**src/rtl/uart_pkg.sv**
```systemverilog
// Shared types and ASCII constants for the UART command controller.
// Reply lengths are in bytes; a read reply adds CRLF_LEN to its hex chars.
package uart_pkg;

    typedef enum logic [1:0] {
        S_IDLE,
        S_BUS,
        S_RESP
    } state_t;

    typedef enum logic [1:0] {
        R_OK,
        R_ER,
        R_TO,
        R_RD
    } reply_t;

    localparam logic [7:0] ASCII_CR = 8'h0D;
    localparam logic [7:0] ASCII_LF = 8'h0A;
    localparam logic [7:0] ASCII_O  = 8'h4F;
    localparam logic [7:0] ASCII_K  = 8'h4B;
    localparam logic [7:0] ASCII_E  = 8'h45;
    localparam logic [7:0] ASCII_R  = 8'h52;
    localparam logic [7:0] ASCII_T  = 8'h54;

    localparam int REPLY_FIX_LEN = 4;
    localparam int CRLF_LEN      = 2;

endpackage

```
**src/rtl/nibble_to_ascii.sv**
```systemverilog
// Combinational 4-bit value to uppercase ASCII hex digit.
module nibble_to_ascii (
    input  logic [3:0] i_nib,
    output logic [7:0] o_char
);

    always_comb begin
        if (i_nib < 4'd10) begin
            o_char = 8'h30 + {4'd0, i_nib};
        end else begin
            o_char = 8'h37 + {4'd0, i_nib};
        end
    end

endmodule

```
**src/rtl/uart_cmd_ctrl.sv**
```systemverilog
// Runs one decoded UART command on the register bus and
// streams the ASCII reply to the transmitter.
module uart_cmd_ctrl
    import uart_pkg::*;
#(
    parameter int ADDR_W         = 8,
    parameter int DATA_W         = 32,
    parameter int TIMEOUT_CYCLES = 255
) (
    input  logic              i_clk,
    input  logic              i_rst,
    input  logic              i_cmd_valid,
    input  logic              i_cmd_wr,
    input  logic              i_cmd_rd,
    input  logic              i_cmd_fail,
    input  logic [ADDR_W-1:0] i_cmd_addr,
    input  logic [DATA_W-1:0] i_cmd_data,
    output logic              o_reg_req,
    output logic              o_reg_we,
    output logic [ADDR_W-1:0] o_reg_addr,
    output logic [DATA_W-1:0] o_reg_wdata,
    input  logic              i_reg_ack,
    input  logic [DATA_W-1:0] i_reg_rdata,
    output logic [7:0]        o_tx_data,
    output logic              o_tx_valid,
    input  logic              i_tx_ready,
    output logic              o_busy,
    output logic              o_cmd_drop
);

    localparam int NHEX   = DATA_W / 4;
    localparam int RD_LEN = NHEX + CRLF_LEN;
    localparam int IDX_W  = $clog2(RD_LEN);
    localparam int CNT_W  = $clog2(TIMEOUT_CYCLES + 1);

    state_t              r_state;
    state_t              w_next;
    logic                r_pend;
    logic                r_wr;
    logic                r_rd;
    logic                r_fail;
    logic [ADDR_W-1:0]   r_addr;
    logic [DATA_W-1:0]   r_wdata;
    logic [DATA_W-1:0]   r_rdata;
    reply_t              r_reply;
    logic [CNT_W-1:0]    r_cnt;
    logic [IDX_W-1:0]    r_idx;
    logic                r_drop;

    logic                w_bad;
    logic                w_cnt_exp;
    logic [IDX_W-1:0]    w_len_m1;
    logic [3:0]          w_nib;
    logic [7:0]          w_hex;
    logic [7:0]          w_byte;

    assign w_bad     = r_fail | (r_wr == r_rd);
    assign w_cnt_exp = (r_cnt == CNT_W'(TIMEOUT_CYCLES - 1));
    assign w_len_m1  = (r_reply == R_RD) ? IDX_W'(RD_LEN - 1)
                                         : IDX_W'(REPLY_FIX_LEN - 1);

    always_ff @(posedge i_clk) begin
        if (i_rst) begin
            r_state <= S_IDLE;
        end else begin
            r_state <= w_next;
        end
    end

    // r_pend marks the decision cycle spent in IDLE after a command is latched
    always_comb begin
        w_next = r_state;
        unique case (r_state)
            S_IDLE: begin
                if (r_pend) begin
                    w_next = w_bad ? S_RESP : S_BUS;
                end
            end
            S_BUS: begin
                if (i_reg_ack || w_cnt_exp) begin
                    w_next = S_RESP;
                end
            end
            S_RESP: begin
                if (i_tx_ready && (r_idx == w_len_m1)) begin
                    w_next = S_IDLE;
                end
            end
            default: w_next = S_IDLE;
        endcase
    end

    always_comb begin
        o_reg_req   = (r_state == S_BUS);
        o_reg_we    = o_reg_req & r_wr;
        o_reg_addr  = r_addr;
        o_reg_wdata = r_wdata;
        o_tx_valid  = (r_state == S_RESP);
        o_tx_data   = o_tx_valid ? w_byte : 8'h00;
        o_busy      = (r_state != S_IDLE) | r_pend;
        o_cmd_drop  = r_drop;
    end

    always_ff @(posedge i_clk) begin
        if (i_rst) begin
            r_pend  <= 1'b0;
            r_wr    <= 1'b0;
            r_rd    <= 1'b0;
            r_fail  <= 1'b0;
            r_addr  <= '0;
            r_wdata <= '0;
            r_rdata <= '0;
            r_reply <= R_OK;
            r_cnt   <= '0;
            r_idx   <= '0;
            r_drop  <= 1'b0;
        end else begin
            r_drop <= i_cmd_valid & o_busy;
            if (r_state == S_IDLE && !r_pend && i_cmd_valid) begin
                r_pend  <= 1'b1;
                r_wr    <= i_cmd_wr;
                r_rd    <= i_cmd_rd;
                r_fail  <= i_cmd_fail;
                r_addr  <= i_cmd_addr;
                r_wdata <= i_cmd_data;
            end
            if (r_state == S_IDLE && r_pend) begin
                r_pend <= 1'b0;
                r_cnt  <= '0;
                r_idx  <= '0;
                if (w_bad) begin
                    r_reply <= R_ER;
                end
            end
            if (r_state == S_BUS) begin
                if (i_reg_ack) begin
                    r_reply <= r_wr ? R_OK : R_RD;
                    if (!r_wr) begin
                        r_rdata <= i_reg_rdata;
                    end
                end else if (w_cnt_exp) begin
                    r_reply <= R_TO;
                end else begin
                    r_cnt <= r_cnt + CNT_W'(1);
                end
            end
            if (r_state == S_RESP && i_tx_ready) begin
                r_idx <= r_idx + IDX_W'(1);
            end
        end
    end

    // Byte index 0 selects the most significant nibble
    always_comb begin
        w_nib = 4'h0;
        for (int k = 0; k < NHEX; k++) begin
            if (r_idx == IDX_W'(NHEX - 1 - k)) begin
                w_nib = r_rdata[k*4 +: 4];
            end
        end
    end

    nibble_to_ascii u_hex (
        .i_nib  (w_nib),
        .o_char (w_hex)
    );

    always_comb begin
        w_byte = 8'h00;
        if (r_reply == R_RD) begin
            if (r_idx < IDX_W'(NHEX)) begin
                w_byte = w_hex;
            end else if (r_idx == IDX_W'(NHEX)) begin
                w_byte = ASCII_CR;
            end else begin
                w_byte = ASCII_LF;
            end
        end else begin
            case (r_idx)
                IDX_W'(0): begin
                    unique case (r_reply)
                        R_ER:    w_byte = ASCII_E;
                        R_TO:    w_byte = ASCII_T;
                        default: w_byte = ASCII_O;
                    endcase
                end
                IDX_W'(1): begin
                    unique case (r_reply)
                        R_ER:    w_byte = ASCII_R;
                        R_TO:    w_byte = ASCII_O;
                        default: w_byte = ASCII_K;
                    endcase
                end
                IDX_W'(2): w_byte = ASCII_CR;
                default:   w_byte = ASCII_LF;
            endcase
        end
    end

endmodule

```
**config.mk**
```make
export PLATFORM = sky130hd
export DESIGN_NAME = uart_cmd_ctrl
export DESIGN_NICKNAME = d
export VERILOG_FILES = /design/src/rtl/uart_pkg.sv /design/src/rtl/nibble_to_ascii.sv /design/src/rtl/uart_cmd_ctrl.sv
export SDC_FILE = /design/constraint.sdc
export NUM_CORES = 1
export LEC_CHECK = 0
export ABC_AREA = 1
export CORE_AREA = 2 2 108 110
export DETAILED_ROUTE_END_ITERATION = 10
export DIE_AREA = 0 0 110 112
export PLACE_DENSITY = 0.68
export RECOVER_POWER = 50
export SETUP_SLACK_MARGIN = 0.5
export SYNTH_ARGS = -nofsm -noshare
export SYNTH_HDL_FRONTEND = slang
export SYNTH_SLANG_ARGS = --single-unit
```
**constraint.sdc**
```tcl
create_clock -name i_clk -period 7.55 [get_ports i_clk]
set_clock_uncertainty 0.05 [all_clocks]
set_input_delay 1.51 -clock i_clk [delete_from_list [all_inputs] [get_ports i_clk]]
set_output_delay 1.51 -clock i_clk [all_outputs]
set_load 0.02 [all_outputs]
```
==> run metrics <==
commonest non-fill, non-tap cell in the layout nand2_1; Worst-Margin Slew 2.50 ns; CTS tree done; fmax about 200 MHz; endpoint class of the critical path register; layout cells sized above 1 0.0491; die width 110 um; part of the cycle the worst path needs 0.656; EDFF count, synth 0; CP endpoint r_rdata[1]$_SDFFE_PP0P_; via/cell ratio 5.00; Die ar. 12300 um^2; Reg-to-Reg End r_wr$_SDFFE_PP0P_; R2R Setup Slk ~4.6 ns; Syn-to-layout area delta 39.1%; Mean Syn Cell Area about 7 um^2; vias 4382; DRC violations left 0; Ports 133; largest net degree at the start of global routing 56; Critical Path Source i_rst; RSZ-0062 raised after global routing no; Total Wirelength 11800 um; post-DR wirelength/cell about 14 um; gr ovfl total 0; Min-Delay Startpoint r_fail$_SDFFE_PP0P_; synthesized instance count slightly above 600; DRT Pass-1 Iters 4; setup TNS 0 ns; most frequent cells in the layout nand2_1, dfxtp_1, clkdlybuf4s50_1; met1 usage 0.263; Post-CTS Setup Inserts 0; Final Cell Area 6020 um^2; chip height 112 um; top post-synthesis cells by area dfxtp_1, nand2_1, nand3_1, a21oi_1, nor2_1; Hold WC Path Type register to register; #FFs+latches synth 93; Power Dens Cells 246 nW/um^2; fillcell total 1073; ys flop type dfxtp_1; Seq/Total Area, Yosys 0.430; H-tree depth 3; Total Power approximately 1.5 mW; Total GRT Usage 0.199; vias in the first global route 4222; Slew HR -0.667; initial antenna violation count 1; syn_nets 708; first-pass GRT wire length 19800 um; Port Buffers 131; Crit path arrival time between 5 and 6 ns; minimum clock period approximately 5 ns; GR Util met2 0.301; MaxCap Viol Count 2; critical setup path kind input pin to register; synth unique cells 34; CTS max path bufs 2; failing checks capacitance limit, slew limit; CTS Buf Count 9; DR iter-0 viols 287; post-cts resize count 0; Placeable Area 11200 um^2; RD Place Congestion 0.908; Worst Reg2Reg Path Length in Cells 8; Synth top area share 0.430; CP Launch Type input pin; Post-synth ARST share 0; met3 GRT Util 0.0714; status finished with violations; antenna viol nets, final 0; cell area after synthesis around 4300 um^2; Setup Viol. Count Final 0; busiest layer in global routing met2; Max IR drop VDD 0.143 mV; hold buffers post-CTS 0; clock root cell clkbuf_16; Final #Nets 819; leakage ~2.4 nW; Slew Limit Fails 103; placed cell area 5710 um^2; area leader, netlist dfxtp_1; Final Hold Violating Endpoints 0; HPWL after detailed placement 8350 um; CP max FO 55; clock slew at reported path FFs 0.06 ns; clock latency on the worst-skew pair ~0.34 ns; clk sink count 93; Critical Path RT 7.69 ns; initial core utilization 0.387; site row count 39; Critical R2R Launch r_state[1]$_SDFFE_PP0P_; Yosys Warn Count 0
-- power breakdown --
group,internal [mW],switching [mW]
Clock,0.291,0.197
Combinational,0.167,0.254
Sequential,0.542,0.0281
Total,1.00,0.478
-- critical path: stages --
cell,delay (ns)
buf_2,0.07
clkbuf_1,1.77
inv_1,1.22
o21ai_0,0.43
a21oi_1,0.07
-- kinds of logic after synthesis --
logic type	count (synthesis)	synth area share
other	1	0.000866
and+or+nand+nor	291	0.293
buffers and inverters	88	0.0789
DFF	93	0.430
adders and majority gates	11	0.0318
muxes	1	0.00231
AOI/OAI and AO/OA	132	0.163
-- per-stage QoR --
step	cells	hold WS (ns)	setup slack, ns	util
after floorplan	617	0.375	3.85	-
after global placement	860	0.397	3.33	0.511
after detailed placement	860	0.396	3.24	0.511
after CTS	876	0.406	2.82	0.540
after global routing	876	0.426	2.11	0.539
final	877	0.403	2.59	0.539
-- per-layer routing --
layer  part of all wire  vias to the layer above
met4              0.013                        0
met1               0.46                     1969
met2               0.44                      139
li1                   -                     2260
met5                  0                        -
met3              0.084                       14
-- cell usage after synthesis, types with 3 or more instances --
cell / instances
a211oi_1: 6
a21oi_1: 65
buf_1: 4
buf_2: 3
clkbuf_1: 26
dfxtp_1: 93
ha_1: 11
inv_1: 49
inv_2: 4
nand2_1: 109
nand2_2: 5
nand3_1: 70
nand4_1: 6
nor2_1: 81
nor2_2: 3
nor3_1: 7
o21ai_0: 52
-- worst min path at each step --
| stage | endpoint | slack, ns | cells after the start |
|---|---|---|---|
| CTS | r_fail$_SDFFE_PP0P_ | 0.41 | 2 |
| floorplan | r_rdata[28]$_SDFFE_PP0P_ | 0.37 | 2 |
| global route | o_reg_wdata[11]$_SDFFE_PP0P_ | 0.43 | 2 |
| global placement | o_reg_wdata[9]$_SDFFE_PP0P_ | 0.40 | 2 |
| detailed placement | r_fail$_SDFFE_PP0P_ | 0.40 | 2 |
| finish | r_fail$_SDFFE_PP0P_ | 0.40 | 2 |
-- flip-flops by register name (all words and copies together) (netlist names) --
| register | count |
|---|---|
| r_rd | 1 |
| r_rdata | 32 |
| r_wr | 1 |
| r_cnt | 8 |
| r_idx | 4 |
| r_state | 2 |
| o_reg_addr | 8 |
| o_reg_wdata | 32 |
| r_fail | 1 |
| r_pend | 1 |
| o_cmd_drop | 1 |
| r_reply | 2 |
-- cell type report --
type / count / area [um^2] / share of cell area
diodes: 1 / 2.50 / 0.000416
inverters: 53 / 199 / 0.0330
well taps: 143 / 179 / 0.0297
repair buffers: 135 / 1330 / 0.220
flip-flops and latches: 93 / 1860 / 0.309
multi-input cells: 436 / 2130 / 0.354
clock buffers: 9 / 225 / 0.0374
clock inverters: 7 / 97.6 / 0.0162
Power figures use the tool's default switching activity.
